## config.mk

```make
export PLATFORM = sky130hd
export DESIGN_NAME = uart_rx_fifo
export DESIGN_NICKNAME = d
export VERILOG_FILES = /design/src/rtl/uart_rx_fifo.sv
export SDC_FILE = /design/constraint.sdc
export NUM_CORES = 1
export LEC_CHECK = 0
export ABC_CLOCK_PERIOD_IN_PS = 2800
export CAP_MARGIN = 10
export CORE_MARGIN = 3
export CORE_UTILIZATION = 31
export DETAILED_ROUTE_END_ITERATION = 12
export GPL_ROUTABILITY_DRIVEN = 0
export PLACE_DENSITY = 0.55
export SKIP_CTS_REPAIR_TIMING = 1
export SYNTH_ARGS = -nofsm -noshare
export SYNTH_HDL_FRONTEND = slang
export SYNTH_SLANG_ARGS = --single-unit
```

## constraint.sdc

```tcl
create_clock -name clk -period 2.8 [get_ports clk]
set_clock_uncertainty 0.05 [all_clocks]
set_input_delay 0.28 -clock clk [delete_from_list [all_inputs] [get_ports clk]]
set_output_delay 0.28 -clock clk [all_outputs]
set_load 0.01 [all_outputs]
```

## src/rtl/uart_rx_fifo.sv

```systemverilog
// 8N1 UART receiver with a first-word fall-through receive FIFO.
// Errors are reported as one-cycle registered pulses following the stop-bit sample.
module uart_rx_fifo #(
  parameter int CLKS_PER_BIT = 868,
  parameter int FIFO_DEPTH   = 4
) (
  input  logic                          clk,
  input  logic                          rst_n,
  input  logic                          rx_i,
  output logic [7:0]                    rx_data,
  output logic                          rx_valid,
  input  logic                          rx_ready,
  output logic                          frame_err,
  output logic                          overrun_err,
  output logic [$clog2(FIFO_DEPTH):0]   fifo_count
);

  localparam int CNT_W = $clog2(CLKS_PER_BIT);
  localparam int PTR_W = $clog2(FIFO_DEPTH);
  localparam int CW    = PTR_W + 1;

  localparam logic [CNT_W-1:0] HALF_C  = CNT_W'(CLKS_PER_BIT / 2 - 1);
  localparam logic [CNT_W-1:0] LAST_C  = CNT_W'(CLKS_PER_BIT - 1);
  localparam logic [CW-1:0]    DEPTH_C = CW'(FIFO_DEPTH);

  typedef enum logic [1:0] {IDLE, START, DATA, STOP} state_t;

  state_t             r_state;
  logic [CNT_W-1:0]   r_cnt;
  logic [2:0]         r_idx;
  logic [7:0]         r_shift;
  logic               r_frame_err;
  logic               r_sync1;
  logic               r_sync2;
  logic               r_rx_prev;

  logic [7:0]         r_mem [FIFO_DEPTH];
  logic [PTR_W-1:0]   r_wr_ptr;
  logic [PTR_W-1:0]   r_rd_ptr;
  logic [CW-1:0]      r_count;
  logic               r_overrun;

  logic               w_rx_s;
  logic               w_stop_sample;
  logic               w_push;
  logic               w_pop;
  logic               w_full;
  logic               w_wr;

  // Synchronizer flops and the edge-detect history idle high, matching the line.
  always_ff @(posedge clk or negedge rst_n) begin
    if (!rst_n) begin
      r_sync1   <= 1'b1;
      r_sync2   <= 1'b1;
      r_rx_prev <= 1'b1;
    end else begin
      r_sync1   <= rx_i;
      r_sync2   <= r_sync1;
      r_rx_prev <= r_sync2;
    end
  end

  assign w_rx_s = r_sync2;

  always_ff @(posedge clk or negedge rst_n) begin
    if (!rst_n) begin
      r_state     <= IDLE;
      r_cnt       <= '0;
      r_idx       <= '0;
      r_shift     <= '0;
      r_frame_err <= 1'b0;
    end else begin
      r_frame_err <= 1'b0;
      case (r_state)
        IDLE: begin
          r_cnt <= '0;
          r_idx <= '0;
          if (r_rx_prev && !w_rx_s) r_state <= START;
        end
        START: begin
          if (r_cnt == HALF_C) begin
            r_cnt   <= '0;
            r_idx   <= '0;
            r_state <= w_rx_s ? IDLE : DATA;
          end else begin
            r_cnt <= r_cnt + CNT_W'(1);
          end
        end
        DATA: begin
          if (r_cnt == LAST_C) begin
            r_cnt   <= '0;
            r_shift <= {w_rx_s, r_shift[7:1]};
            r_idx   <= r_idx + 3'd1;
            if (r_idx == 3'd7) r_state <= STOP;
          end else begin
            r_cnt <= r_cnt + CNT_W'(1);
          end
        end
        STOP: begin
          if (r_cnt == LAST_C) begin
            r_cnt       <= '0;
            r_frame_err <= !w_rx_s;
            r_state     <= IDLE;
          end else begin
            r_cnt <= r_cnt + CNT_W'(1);
          end
        end
        default: r_state <= IDLE;
      endcase
    end
  end

  assign w_stop_sample = (r_state == STOP) && (r_cnt == LAST_C);
  assign w_push        = w_stop_sample && w_rx_s;
  assign w_full        = (r_count == DEPTH_C);
  assign w_pop         = (r_count != '0) && rx_ready;
  // A pop on the same edge frees the slot, so a full FIFO still accepts the byte.
  assign w_wr          = w_push && (!w_full || w_pop);

  always_ff @(posedge clk or negedge rst_n) begin
    if (!rst_n) begin
      for (int i = 0; i < FIFO_DEPTH; i++) r_mem[i] <= '0;
      r_wr_ptr  <= '0;
      r_rd_ptr  <= '0;
      r_count   <= '0;
      r_overrun <= 1'b0;
    end else begin
      r_overrun <= w_push && w_full && !w_pop;
      if (w_wr) begin
        r_mem[r_wr_ptr] <= r_shift;
        r_wr_ptr        <= r_wr_ptr + PTR_W'(1);
      end
      if (w_pop) r_rd_ptr <= r_rd_ptr + PTR_W'(1);
      if (w_wr && !w_pop) begin
        r_count <= r_count + CW'(1);
      end else if (!w_wr && w_pop) begin
        r_count <= r_count - CW'(1);
      end
    end
  end

  assign rx_data     = r_mem[r_rd_ptr];
  assign rx_valid    = (r_count != '0);
  assign fifo_count  = r_count;
  assign frame_err   = r_frame_err;
  assign overrun_err = r_overrun;

endmodule

```

==> flow_summary.ini, run 1 <==
[run_status]
outcome = finished, final reports clean

[synthesis]
ys_ff_latch = 67
synthesis.nets = 223
synth_seq_area_share = 0.554
syn-instance-count = 209
synth_area_um2 = 3030
yosys_warnings = 0
ys_types = 41
avgSynthCellArea_um2 = 14.5

[critical_path]
end_kind = flop
path_class = reg -> reg
reg2regPathDepth = 11
crit_path_max_fanout = 6
crit_required_ns = 2.97
worstPathArrival_ns = 2.81
regToRegSetupSlack_ns = 0.16
reg2reg_to = fifo_count[2]$_DFFE_PN0P_
critPathLaunchType = flop
r2r-start = r_cnt[0]$_DFF_PN0_

[die]
start_util = 0.324
die_h_um = 105
fp.dieArea_um2 = 11000
die-width_um = 105
design.core.area_um2 = 9370
std_cell_rows = 35
io_pins = 18

[final_layout]
final_cell_mix = 64 x dfrtp_1, 41 x mux2_2, 16 x clkdlybuf4s50_1
final_common_cell = dfrtp_1
drive_above_1_share = 0.375
final_nets = 257
antenna_cells = 0
area_growth_pct = 20.1

[sta]
slew_viol_final = 0
setup_slack_ns = 0.159
hold_viol = 0
hold_ws_ns = 0.293
post-route-period-util = 0.943
setup_viol = 0
setup_tns_ns = 0
relSlewSlack = 0.549
period_needed_ns = 2.64
tightest_slew_ns = 0.672
rsz0062_at_grt = no
fmax_ghz = 0.379

[pwr]
power_density_nw_per_um2 = 680
internal_power_uw = 1780
peakVddDrop_mv = 0.342
total_power_uw = 2480
power_leakage_uw = 0.00169
pwr-share-comb = 0.153
p_sw_frac = 0.280
switchingPower_uw = 694
p_clk_frac = 0.363
pwr-share-seq = 0.485

[min_path]
worstHoldEndpoint = r_sync1$_DFF_PN1_
min-delay-start = rx_i
hp-class = in -> reg
hold_depth = 1

[placement]
dp_hpwl_um = 3710
io_buffer_count = 17
pre_cts_ws_ns = 0.135

[clock_tree]
cts_sinks = 67
numCtsBuffers = 9
cts_root_buffer = clkbuf_8
clock_latency_ns = 0.34
htree_levels = 3
clkTransAtPathRegs_ns = 0.07
cts_tree = built
clockBufferDepth = 2

[routing]
wl_per_cell_um = 14.4
drtIter0Drc = 40
ant_nets = 0
drc = 0
first_pass_iters = 4
wirelength_um = 5450
vias_per_cell = 4.61
vias = 1738

[global_routing]
grt-ovfl-total = 0
grt_max_degree = 31
grt_pass1_wl_um = 9400
antenna_found_initial = 0
grt_util_all_layers = 0.110
grt_pass1_vias = 1836

[job]
cap_violations = 0
[cell usage after synthesis, drive strengths merged]
cell / instances / area share
clkbuf: 1 / 0.0012
a21o: 1 / 0.0025
o21ai: 1 / 0.0016
inv: 7 / 0.0087
nand3: 12 / 0.031
a22o: 2 / 0.0058
fa: 1 / 0.0066
and3: 3 / 0.0070
nand2: 4 / 0.0049
mux2: 43 / 0.16
nor4bb: 1 / 0.0033
or3: 2 / 0.0058
ha: 9 / 0.037
xnor2: 6 / 0.017
mux2i: 1 / 0.0033
and2: 1 / 0.0021
a41oi: 1 / 0.0029
nor3b: 2 / 0.0087
o221ai: 1 / 0.0029
nor3: 1 / 0.0016
dfrtp: 64 / 0.53
dfstp: 3 / 0.026
nor4: 1 / 0.0021
and4: 1 / 0.0033
nor4b: 1 / 0.0029
mux4: 8 / 0.059
buf: 3 / 0.0066
a21oi: 1 / 0.0016
nand4: 3 / 0.0062
and4bb: 2 / 0.0082
o41ai: 1 / 0.0029
xor2: 8 / 0.023
nor2: 13 / 0.016
[routing by layer]
metal	wire length (um)	share of wire	up-vias	track usage
met5	0	0	-	0
met4	68	0.012	0	0.0394
met3	184	0.034	7	0.0364
met2	2700	0.50	23	0.172
met1	2490	0.46	883	0.141
li1	-	-	825	-
[flip-flops by register name, indices dropped and copies added, names as in the netlist, named ones only]
register / flops
r_cnt: 10
r_rx_prev: 1
r_rd_ptr: 2
r_mem: 32
r_sync2: 1
r_state: 1
overrun_err: 1
r_idx: 3
r_shift: 8
r_sync1: 1
frame_err: 1
fifo_count: 3
r_wr_ptr: 2
[critical path, stage by stage, from the launching register on]
cell and delay, ns:
dfrtp_1 0.41, ha_2 0.22, and4bb_2 0.30, nand3_4 0.11
or3_4 0.39, inv_1 0.06, ha_2 0.18, inv_1 0.05
fa_2 0.34, xor2_1 0.18, nor2_1 0.08, xor2_1 0.16
[layout make-up]
class                      count  area [um^2]
multi-input combinational    131         1310
inverter                       7         26.3
timing repair buffer          27          243
clock buffer                   9          124
clock inverter                 7         98.8
fill                         915         5730
tap                          129          161
sequential                    67         1680
[power by group through the flow]
stage               logic, uW  registers, uW  clock network (uW)
finish                    378           1200                 898
floorplan                 281           1140                   0
global placement          363           1220                   0
global route              425           1230                 974
detailed placement        371           1220                   0
CTS                       370           1210                 934
[through the flow]
| step | std cells | cell area, um^2 | util |
|---|---|---|---|
| after floorplan | 209 | 3030 | - |
| after global placement | 357 | 3380 | 0.361 |
| after detailed placement | 357 | 3380 | 0.361 |
| after CTS | 373 | 3600 | 0.385 |
| after global routing | 377 | 3640 | 0.389 |
| final | 377 | 3640 | 0.389 |
[worst max path at each step]
stage / start / end / depth (start not counted)
6_report: r_cnt[0]$_DFF_PN0_ / fifo_count[2]$_DFFE_PN0P_ / 11
5_1_grt: r_cnt[0]$_DFF_PN0_ / fifo_count[2]$_DFFE_PN0P_ / 11
4_1_cts: r_cnt[0]$_DFF_PN0_ / fifo_count[2]$_DFFE_PN0P_ / 11
3_5_place_dp: r_cnt[0]$_DFF_PN0_ / fifo_count[2]$_DFFE_PN0P_ / 11
3_3_place_gp: r_cnt[0]$_DFF_PN0_ / fifo_count[2]$_DFFE_PN0P_ / 11
2_1_floorplan: r_cnt[2]$_DFF_PN0_ / fifo_count[2]$_DFFE_PN0P_ / 10
[cell families after synthesis]
logic type	synth area share
adders and majority gates	0.0437
and+or+nand+nor	0.103
muxes	0.222
AOI/OAI and AO/OA	0.0202
xor gates and xnor gates	0.0404
DFF	0.554
buffers and inverters	0.0165
No activity file was read; power rests on OpenSTA's default activity.
==> inputs of run 2 (changes only) <==
--- a/config.mk
+++ b/config.mk
@@ -11,7 +11,6 @@
 export CORE_UTILIZATION = 31
 export DETAILED_ROUTE_END_ITERATION = 12
 export GPL_ROUTABILITY_DRIVEN = 0
-export PLACE_DENSITY = 0.55
 export SKIP_CTS_REPAIR_TIMING = 1
 export SYNTH_ARGS = -nofsm -noshare
 export SYNTH_HDL_FRONTEND = slang
==> run 2 against run 1 <==
  * Total power decreased by 0.28%
  * Sequential power about the same
  * Sequential share of layout area increased by 0.22 points
  * Setup slack improved by 0.026 ns
  * Final area decreased by 0.48%
  * First-iteration DRC count increased by 38%
  * Highest routed layer unchanged
  * Sequential cell count unchanged
  * Clock-buffer cell count unchanged
  * Via count increased by 1.3%
  * Critical endpoint unchanged
  * Non-clock buffer count decreased by 1
  * Register-to-register slack improved by 0.03 ns
  * Global-route usage decreased by 0.24 points
==> flow_summary.ini, run 2 (synthesized netlist as in run 1, its figures left out) <==
[final_layout]
largest_register = r_mem
final_cell_mix = 64 x dfrtp_1, 41 x mux2_2, 16 x clkdlybuf4s50_1
largest_reg_flops = 32
final_common_cell = dfrtp_1
multi_input_area_um2 = 1300
top_regs = r_mem: 32 flops, r_cnt: 10 flops, r_shift: 8 flops
drive_above_1_share = 0.364
antenna_cells = 0
fillCellCount = 931
final_nets = 256
seq_area_um2 = 1680
area_growth_pct = 19.6

[min_path]
hp-class = in -> async

[routing]
ant_nets = 0
drc = 0
first_pass_iters = 3
vias = 1761
wl_per_cell_um = 14.2
vias_per_cell = 4.68
wirelength_um = 5320
drtIter0Drc = 55

[global_routing]
grt_pass1_wl_um = 9090
antenna_found_initial = 0
grt-ovfl-total = 0
grt_pass1_vias = 1847
grt_max_degree = 68
grt_util_all_layers = 0.107

[critical_path]
end_kind = flop
critPathLaunchType = flop
crit_required_ns = 3.03
path_class = reg -> reg
worstPathArrival_ns = 2.84
crit_path_max_fanout = 6
regToRegSetupSlack_ns = 0.19

[clock_tree]
cts_tree = built
clock_latency_ns = 0.35
clkTransAtPathRegs_ns = 0.08
cts_root_buffer = clkbuf_8
cts_sinks = 67
htree_levels = 3
clockBufferDepth = 2
numCtsBuffers = 9

[die]
io_pins = 18
die_h_um = 105
std_cell_rows = 35
design.core.area_um2 = 9370
start_util = 0.324
fp.dieArea_um2 = 11000
die-width_um = 105

[run_status]
outcome = finished, final reports clean

[sta]
rsz0062_at_grt = no
setup_tns_ns = 0
setup_viol = 0
period_needed_ns = 2.61
fmax_ghz = 0.382
hold_viol = 0
post-route-period-util = 0.934
tightest_slew_ns = 0.844
relSlewSlack = 0.437
hold_ws_ns = 0.0531
slew_viol_final = 0

[pwr]
pwr-share-comb = 0.161
internal_power_uw = 1780
p_clk_frac = 0.361
pwr-share-seq = 0.478
power_density_nw_per_um2 = 681
peakVddDrop_mv = 0.337
switchingPower_uw = 687
p_sw_frac = 0.278
power_leakage_uw = 0.00169

[placement]
dp_hpwl_um = 3480
io_buffer_count = 17

[job]
cap_violations = 0
==> run 2: changes by cell type in the layout (fill, tap and decap cells not counted) <==
cell and change:
ha_2 -2, fa_1 +1, dlygate4sd3_1 -1, ha_1 +2, fa_2 -1, clkinv_4 +1, inv_6 -1
==> run 2: final timing paths <==
path	endpoint	start	cells after the start
max	fifo_count[2]$_DFFE_PN0P_	r_cnt[0]$_DFF_PN0_	11
min reg2reg	r_sync2$_DFF_PN1_	r_sync1$_DFF_PN1_	0
max in group asynchronous	r_wr_ptr[1]$_DFFE_PN0P_	rst_n	2
min	r_mem[0]$_DFFE_PN0P_	rst_n	2
max reg2reg	fifo_count[2]$_DFFE_PN0P_	r_cnt[0]$_DFF_PN0_	11
min in group clk	r_sync1$_DFF_PN1_	rx_i	1
==> run 2: cell type report <==
type | instances | share of cell area
Clock buffer | 9 | 0.0342
Timing Repair Buffer | 26 | 0.0642
Clock inverter | 7 | 0.0273
Inverter | 7 | 0.00725
Sequential cell | 67 | 0.463
Tap cell | 129 | 0.0445
Multi-Input combinational cell | 131 | 0.359
==> run 2: power by group through the flow <==
stage / combinational (uW) / clock, uW / sequential, uW
after floorplan: 281 / 0 / 1140
after global placement: 378 / 0 / 1200
after detailed placement: 385 / 0 / 1200
after CTS: 386 / 932 / 1190
after global routing: 441 / 971 / 1200
final: 397 / 892 / 1180
==> run 2: through the flow <==
stage	total power, uW	cell area, um^2	setup slack (ns)	utilization	std cells
CTS	2510	3600	0.0988	0.385	373
global route	2610	3630	0.0226	0.387	376
global placement	1580	3380	0.194	0.361	357
finish	2470	3630	0.185	0.387	376
floorplan	1420	3030	0.239	-	209
detailed placement	1590	3380	0.0938	0.361	357
==> run 2: routing by layer <==
layer,track usage,vias up,part of all wire
met1,0.133,903,0.46
met3,0.0414,9,0.038
li1,-,827,-
met5,0,-,0
met4,0.0394,0,0.011
met2,0.170,22,0.49
==> run 2: worst max-delay path: stages (launching register included) <==
cell	delay, ns
dfrtp_1	0.39
ha_1	0.20
and4bb_2	0.29
nand3_4	0.11
or3_4	0.43
inv_1	0.06
ha_1	0.16
inv_1	0.06
fa_1	0.37
xor2_1	0.17
nor2_1	0.11
xor2_1	0.15
==> inputs of run 3 (changes only) <==
--- a/config.mk
+++ b/config.mk
@@ -6,7 +6,6 @@
 export NUM_CORES = 1
 export LEC_CHECK = 0
 export ABC_CLOCK_PERIOD_IN_PS = 2800
-export CAP_MARGIN = 10
 export CORE_MARGIN = 3
 export CORE_UTILIZATION = 31
 export DETAILED_ROUTE_END_ITERATION = 12
==> results of run 3 <==
Final layout, timing and power as in run 2 (identical DEF).
